==> src/rtl/pdp8_tt_pkg.sv <==
// ============================================================================
// pdp8_tt_pkg : shared constants for the PDP-8 console (major states, IOT ops)
// Revision 1.0
// ============================================================================
`default_nettype none

package pdp8_tt_pkg;

  localparam logic [3:0] F0 = 4'b0000;
  localparam logic [3:0] F1 = 4'b0001;
  localparam logic [3:0] F2 = 4'b0010;
  localparam logic [3:0] F3 = 4'b0011;

  localparam logic [2:0] OP_SKIP = 3'b001;
  localparam logic [2:0] OP_CLR  = 3'b010;
  localparam logic [2:0] OP_RD   = 3'b100;
  localparam logic [2:0] OP_LD   = 3'b100;
  localparam logic [2:0] OP_RB   = 3'b110;
  localparam logic [2:0] OP_LS   = 3'b110;
  localparam logic [2:0] OP_IE   = 3'b101;
  localparam logic [2:0] OP_SK   = 3'b101;

  localparam logic [5:0] KBD_DEV_DEFAULT = 6'o03;
  localparam logic [5:0] TTY_DEV_DEFAULT = 6'o04;

endpackage

`default_nettype wire

==> src/rtl/pdp8_sync_fifo.sv <==
// ============================================================================
// pdp8_sync_fifo : single-clock FIFO, depth 2**AW, head reads 0 when empty
// Revision 1.0
// ============================================================================
`default_nettype none

module pdp8_sync_fifo #(
  parameter int W  = 8,
  parameter int AW = 2
) (
  input  logic         clk,
  input  logic         reset,
  input  logic         push,
  input  logic [W-1:0] din,
  input  logic         pop,
  output logic [W-1:0] head,
  output logic         empty,
  output logic         full
);

  localparam int DEPTH = 1 << AW;

  logic [W-1:0] mem [DEPTH];
  logic [AW:0]  wr_ptr;
  logic [AW:0]  rd_ptr;
  logic         do_push;
  logic         do_pop;

  // The extra pointer bit distinguishes full from empty when the indices meet.
  assign empty   = (wr_ptr == rd_ptr);
  assign full    = (wr_ptr[AW] != rd_ptr[AW]) && (wr_ptr[AW-1:0] == rd_ptr[AW-1:0]);
  assign do_push = push && !full;
  assign do_pop  = pop && !empty;
  assign head    = empty ? '0 : mem[rd_ptr[AW-1:0]];

  always_ff @(posedge clk) begin
    if (!reset) begin
      wr_ptr <= '0;
      rd_ptr <= '0;
    end else begin
      if (do_push) wr_ptr <= wr_ptr + {{AW{1'b0}}, 1'b1};
      if (do_pop)  rd_ptr <= rd_ptr + {{AW{1'b0}}, 1'b1};
    end
  end

  always_ff @(posedge clk) begin
    if (do_push) mem[wr_ptr[AW-1:0]] <= din;
  end

endmodule

`default_nettype wire

==> src/rtl/pdp8_tt_fifo.sv <==
// ============================================================================
// pdp8_tt_fifo : KL8-style console, IOT decode plus RX/TX byte-stream FIFOs
// Revision 1.0
// ============================================================================
`default_nettype none

module pdp8_tt_fifo
  import pdp8_tt_pkg::*;
#(
  parameter logic [5:0] KBD_DEV  = KBD_DEV_DEFAULT,
  parameter logic [5:0] TTY_DEV  = TTY_DEV_DEFAULT,
  parameter int         RX_AW    = 2,
  parameter int         TX_AW    = 2,
  parameter int         STRIP_B7 = 0
) (
  input  logic        clk,
  input  logic        reset,
  input  logic        iot,
  input  logic [3:0]  state,
  input  logic [11:0] mb,
  input  logic [11:0] io_data_in,
  input  logic [5:0]  io_select,
  output logic [11:0] io_data_out,
  output logic        io_selected,
  output logic        io_data_avail,
  output logic        io_interrupt,
  output logic        io_skip,
  input  logic [7:0]  rx_data,
  input  logic        rx_valid,
  output logic        rx_ready,
  output logic [7:0]  tx_data,
  output logic        tx_valid,
  input  logic        tx_ready,
  output logic        tx_ovf
);

  logic       f1_now, prev_f1, first_f1;
  logic       kbd_sel, tty_sel;
  logic [2:0] op;
  logic       rx_pop, tx_push, tx_clr, ie_wr;
  logic       tx_flag, ie;
  logic [7:0] rx_head, rx_wdata;
  logic       rx_empty, rx_full, rx_flag;
  logic       tx_empty, tx_full, tx_hs;
  logic       unused_mb;

  assign unused_mb = &{1'b0, mb[11:3]};

  assign f1_now   = iot && (state == F1);
  assign first_f1 = f1_now && !prev_f1;
  assign kbd_sel  = f1_now && (io_select == KBD_DEV);
  assign tty_sel  = f1_now && (io_select == TTY_DEV);
  assign op       = mb[2:0];

  assign rx_flag       = !rx_empty;
  assign rx_ready      = !rx_full;
  assign rx_wdata      = (STRIP_B7 != 0) ? {1'b0, rx_data[6:0]} : rx_data;
  assign tx_valid      = !tx_empty;
  assign tx_hs         = tx_valid && tx_ready;
  assign io_selected   = kbd_sel || tty_sel;
  assign io_data_avail = 1'b1;
  assign io_interrupt  = ie && (rx_flag || tx_flag);

  // Side-effect strobes only fire on the first F1 cycle of an IOT.
  always_comb begin
    io_skip     = 1'b0;
    io_data_out = io_data_in;
    rx_pop      = 1'b0;
    tx_push     = 1'b0;
    tx_clr      = 1'b0;
    ie_wr       = 1'b0;
    if (kbd_sel) begin
      case (op)
        OP_SKIP: io_skip = rx_flag;
        OP_CLR: begin
          io_data_out = '0;
          rx_pop      = first_f1;
        end
        OP_RD:   io_data_out = {4'b0000, rx_head};
        OP_RB: begin
          io_data_out = {4'b0000, rx_head};
          rx_pop      = first_f1;
        end
        OP_IE:   ie_wr = first_f1;
        default: ;
      endcase
    end else if (tty_sel) begin
      case (op)
        OP_SKIP: io_skip = tx_flag;
        OP_CLR:  tx_clr  = first_f1;
        OP_LD:   tx_push = first_f1;
        OP_LS: begin
          tx_clr  = first_f1;
          tx_push = first_f1;
        end
        OP_SK:   io_skip = rx_flag || tx_flag;
        default: ;
      endcase
    end
  end

  always_ff @(posedge clk) begin
    if (!reset) begin
      prev_f1 <= 1'b0;
      tx_flag <= 1'b0;
      ie      <= 1'b1;
      tx_ovf  <= 1'b0;
    end else begin
      prev_f1 <= f1_now;
      if (tx_hs)       tx_flag <= 1'b1;
      else if (tx_clr) tx_flag <= 1'b0;
      if (ie_wr) ie <= io_data_in[0];
      if (tx_push && tx_full) tx_ovf <= 1'b1;
    end
  end

  pdp8_sync_fifo #(.W(8), .AW(RX_AW)) u_rx_fifo (
    .clk   (clk),
    .reset (reset),
    .push  (rx_valid && rx_ready),
    .din   (rx_wdata),
    .pop   (rx_pop),
    .head  (rx_head),
    .empty (rx_empty),
    .full  (rx_full)
  );

  pdp8_sync_fifo #(.W(8), .AW(TX_AW)) u_tx_fifo (
    .clk   (clk),
    .reset (reset),
    .push  (tx_push),
    .din   (io_data_in[7:0]),
    .pop   (tx_hs),
    .head  (tx_data),
    .empty (tx_empty),
    .full  (tx_full)
  );

endmodule

`default_nettype wire
==> config.mk <==
export PLATFORM = sky130hd
export DESIGN_NAME = pdp8_tt_fifo
export DESIGN_NICKNAME = d
export VERILOG_FILES = /design/src/rtl/pdp8_tt_pkg.sv /design/src/rtl/pdp8_sync_fifo.sv /design/src/rtl/pdp8_tt_fifo.sv
export SDC_FILE = /design/constraint.sdc
export NUM_CORES = 1
export LEC_CHECK = 0
export ABC_CLOCK_PERIOD_IN_PS = 3000
export CAP_MARGIN = 0
export CORE_MARGIN = 2
export CORE_UTILIZATION = 51
export DETAILED_ROUTE_END_ITERATION = 8
export PLACE_DENSITY = 0.88
export SLEW_MARGIN = 25
export SYNTH_ARGS = -nofsm -noshare
export SYNTH_HDL_FRONTEND = slang
export SYNTH_SLANG_ARGS = --single-unit
==> constraint.sdc <==
create_clock -name clk -period 3 [get_ports clk]
set_input_delay 0.6 -clock clk [delete_from_list [all_inputs] [get_ports clk]]
set_output_delay 0.6 -clock clk [all_outputs]
set_load 0.01 [all_outputs]
==> flow_metrics.py <==
metrics = {
    "global_route": {
        "grt_usage_pct": 20.6,
        "grt_pass1_vias": 2642,
        "grt_max_degree": 16,
        "grt_pass1_wl_mm": 12.9,
        "grt-ovfl-total": 0,
        "grt_antenna_before_repair": 0,
    },
    "power_and_ir_drop": {
        "pwr_density_cell_mw_per_mm2": 460,
        "peakVddDrop_v": 0.000240,
        "power_uw": 2260,
        "leakage_uw": 0.00183,
    },
    "worst_setup_path": {
        "cp_data_arrival_time_ns": 2.32,
        "path_class": "primary input to primary output",
        "crit_chain": "dlygate4sd2_1 > or4b_4 > nor3_4 > nand4_4 > buf_6 > o21ai_2 > buf_2",
        "crit_fanout": 5,
        "cp-start-kind": "primary input",
        "critPathSlowestCell": "or4b_4",
        "crit_required_ns": 2.40,
        "critPathMaxStageDelay_ns": 0.56,
        "path_buf_inv": 3,
        "end_kind": "primary output",
        "cp_top_family": "simple AND/OR/NAND/NOR gates",
    },
    "status": {
        "status": "finished clean",
    },
    "finish": {
        "multi_input_comb_area_mm2": 0.00138,
        "register_area_mm2": 0.00232,
        "final_area_mm2": 0.00491,
        "nNetsFinal": 417,
        "syn_to_final_growth_pct": 30.6,
        "mostFrequentLayoutCells": "edfxtp_1, clkdlybuf4s50_1, buf_4, dfxtp_1",
        "fill_cells": 484,
        "diodes": 0,
        "drive_above_1_share_pct": 23.3,
        "final_common_cell": "edfxtp_1",
    },
    "die": {
        "fp.coreArea_mm2": 0.00721,
        "rows": 31,
        "fp.dieW_um": 89.9,
        "initial_core_util_pct": 52.2,
        "io_pins": 74,
        "die_y_um": 89.9,
        "dieArea_mm2": 0.00808,
    },
    "synthesis": {
        "postSynth.asyncResetShare_pct": 0,
        "synth-edff-count": 64,
        "yosys_register_bits": 84,
        "synthFlopType": "edfxtp_1",
        "synth_area_leaders": "edfxtp_1, dfxtp_1, mux4_2",
        "ys_types": 52,
        "netlist.area_leader.share_pct": 51.1,
        "synthCells": 265,
        "yosysWarnings": 0,
        "yosys.area.top_type": "edfxtp_1",
        "syn_area_mm2": 0.00376,
        "syn_nets": 322,
        "yosysSeqAreaShare_pct": 61.7,
        "syn_area_per_cell_um2": 14.2,
    },
    "route": {
        "drc_errors": 0,
        "totalWireLength_mm": 7.83,
        "detail_route.vias_per_cell": 5.48,
        "vias": 2542,
        "drtIter0Drc": 186,
        "ant_nets": 0,
        "routedWlPerCell_um": 16.9,
        "firstDrtPassIters": 4,
    },
    "clocking": {
        "insertion_delay_ns": 0.35,
        "cts.sinks": 84,
        "htreeDepth": 3,
        "cts_buffer_depth": 2,
        "cts_tree": "done",
        "clockRootBuffer": "clkbuf_8",
        "clk_pin_slew_ns": 0.08,
        "cts_hold_buffers": 0,
        "numCtsBuffers": 9,
    },
    "sta": {
        "hold_viol": 0,
        "worstMarginPinSlew_ns": 0.682,
        "fin_crit_sh_pct": 97.3,
        "fmax_ghz": 0.343,
        "finClkSkew_ns": 0.0108,
        "drv_slew": 0,
        "slew_headroom_pct": 54.1,
        "setup_viol": 0,
        "period_needed_ns": 2.92,
        "rsz0062_at_grt": "no",
    },
    "place": {
        "place_hpwl_mm": 5.43,
        "globalplace.congestion": 0.851,
        "place_area_mm2": 0.00465,
        "port-buffer-count": 63,
    },
    "job": {
        "maxCapViolCount": 0,
    },
    "min_path": {
        "hp-class": "flop to flop",
    },
}
[layout make-up]
cell class,instances,share of cell area (%)
clock buffers,10,2.60
multi-input cells,155,28.1
repair buffers,93,16.7
flip-flops and latches,84,47.3
clock inverters,6,1.48
inverters,17,1.30
well taps,99,2.52
[worst paths after layout]
path	slack [ns]	cells past startpoint	endpoint	startpoint
max	0.08	7	io_data_out[1]	state[2]
min	0.46	2	tx_ovf	tx_ovf
max reg2reg	1.22	3	u_rx_fifo.mem[2][7]	u_rx_fifo.wr_ptr[0]
min reg2reg	0.46	2	tx_ovf	tx_ovf
[cell families (layout without fill, tap and decap cells)]
group / after synthesis / count (layout) / share of synthesized area [%]
AND/OR/NAND/NOR: 78 / 78 / 12.7
multiplexers: 22 / 22 / 11.2
XOR/XNOR: 13 / 13 / 3.03
other: 1 / 1 / 0.0997
adder cells (fa/ha/maj): 10 / 10 / 3.33
flip-flops: 84 / 84 / 61.7
AO/OA/AOI/OAI: 31 / 31 / 5.12
buffers and inverters: 26 / 126 / 2.86
[sequential cells by signal, summed over array words and instances, names as in the netlist, named ones only]
| signal | count |
|---|---|
| ie | 1 |
| prev_f1 | 1 |
| tx_flag | 1 |
| tx_ovf | 1 |
| u_rx_fifo.mem | 32 |
| u_rx_fifo.rd_ptr | 3 |
| u_rx_fifo.wr_ptr | 3 |
| u_tx_fifo.mem | 32 |
| u_tx_fifo.rd_ptr | 3 |
| u_tx_fifo.wr_ptr | 3 |
[power breakdown]
group | leakage [uW] | switching, uW | total, uW | internal [uW]
logic | 0.000992 | 91.8 | 186 | 94.2
clock network | 0.0000971 | 396 | 788 | 392
registers | 0.000743 | 10.2 | 1280 | 1270
total | 0.00183 | 498 | 2260 | 1760
[Yosys cell counts, types with 2 or more instances]
cell,instances
a21oi_1,7
and2_1,7
and3_1,4
clkbuf_1,5
dfxtp_1,20
edfxtp_1,64
ha_1,10
inv_1,17
mux2i_1,6
mux4_2,16
nand2_1,17
nand2b_1,2
nand3_1,7
nand4_1,2
nor2_1,8
nor2b_1,9
nor3_1,3
nor4b_1,3
o21ai_0,3
o21ai_1,9
o31ai_1,3
or3_1,2
xnor2_1,6
xor2_1,7
[worst reg2reg max path, stage by stage (launching register included)]
cell,delay [ns]
dfxtp_1,0.48
xor2_1,0.25
o31a_1,0.29
and2_1,0.42
[stage by stage]
stage | util [%] | setup WS [ns] | instances | TNS [ns] | hold WS, ns
4_1_cts | 68.1 | 0.0467 | 464 | 0 | 0.469
3_3_place_gp | 64.4 | -0.494 | 441 | -4.64 | 0.451
6_report | 68.1 | 0.0820 | 464 | 0 | 0.463
3_5_place_dp | 64.4 | -0.528 | 441 | -5.12 | 0.452
5_1_grt | 68.1 | 0.00257 | 464 | 0 | 0.506
2_1_floorplan | - | 0.513 | 265 | 0 | 0.449
[layer usage]
metal / share of wire, % / GRT usage [%] / routed length [um]
met1: 39 / 24.1 / 3050
met2: 54 / 36.9 / 4210
met3: 5.8 / 4.61 / 454
met4: 1.4 / 8.08 / 110
met5: 0 / 0 / 0
[what timing repair did]
| item | CTS | global route |
|---|---|---|
| setup endpoints to repair | 23 | 1 |
| resized for setup | 60 | 1 |
| pin swaps | 5 | 0 |
| buffers inserted | 7 | 0 |
Power figures use the tool's default switching activity.
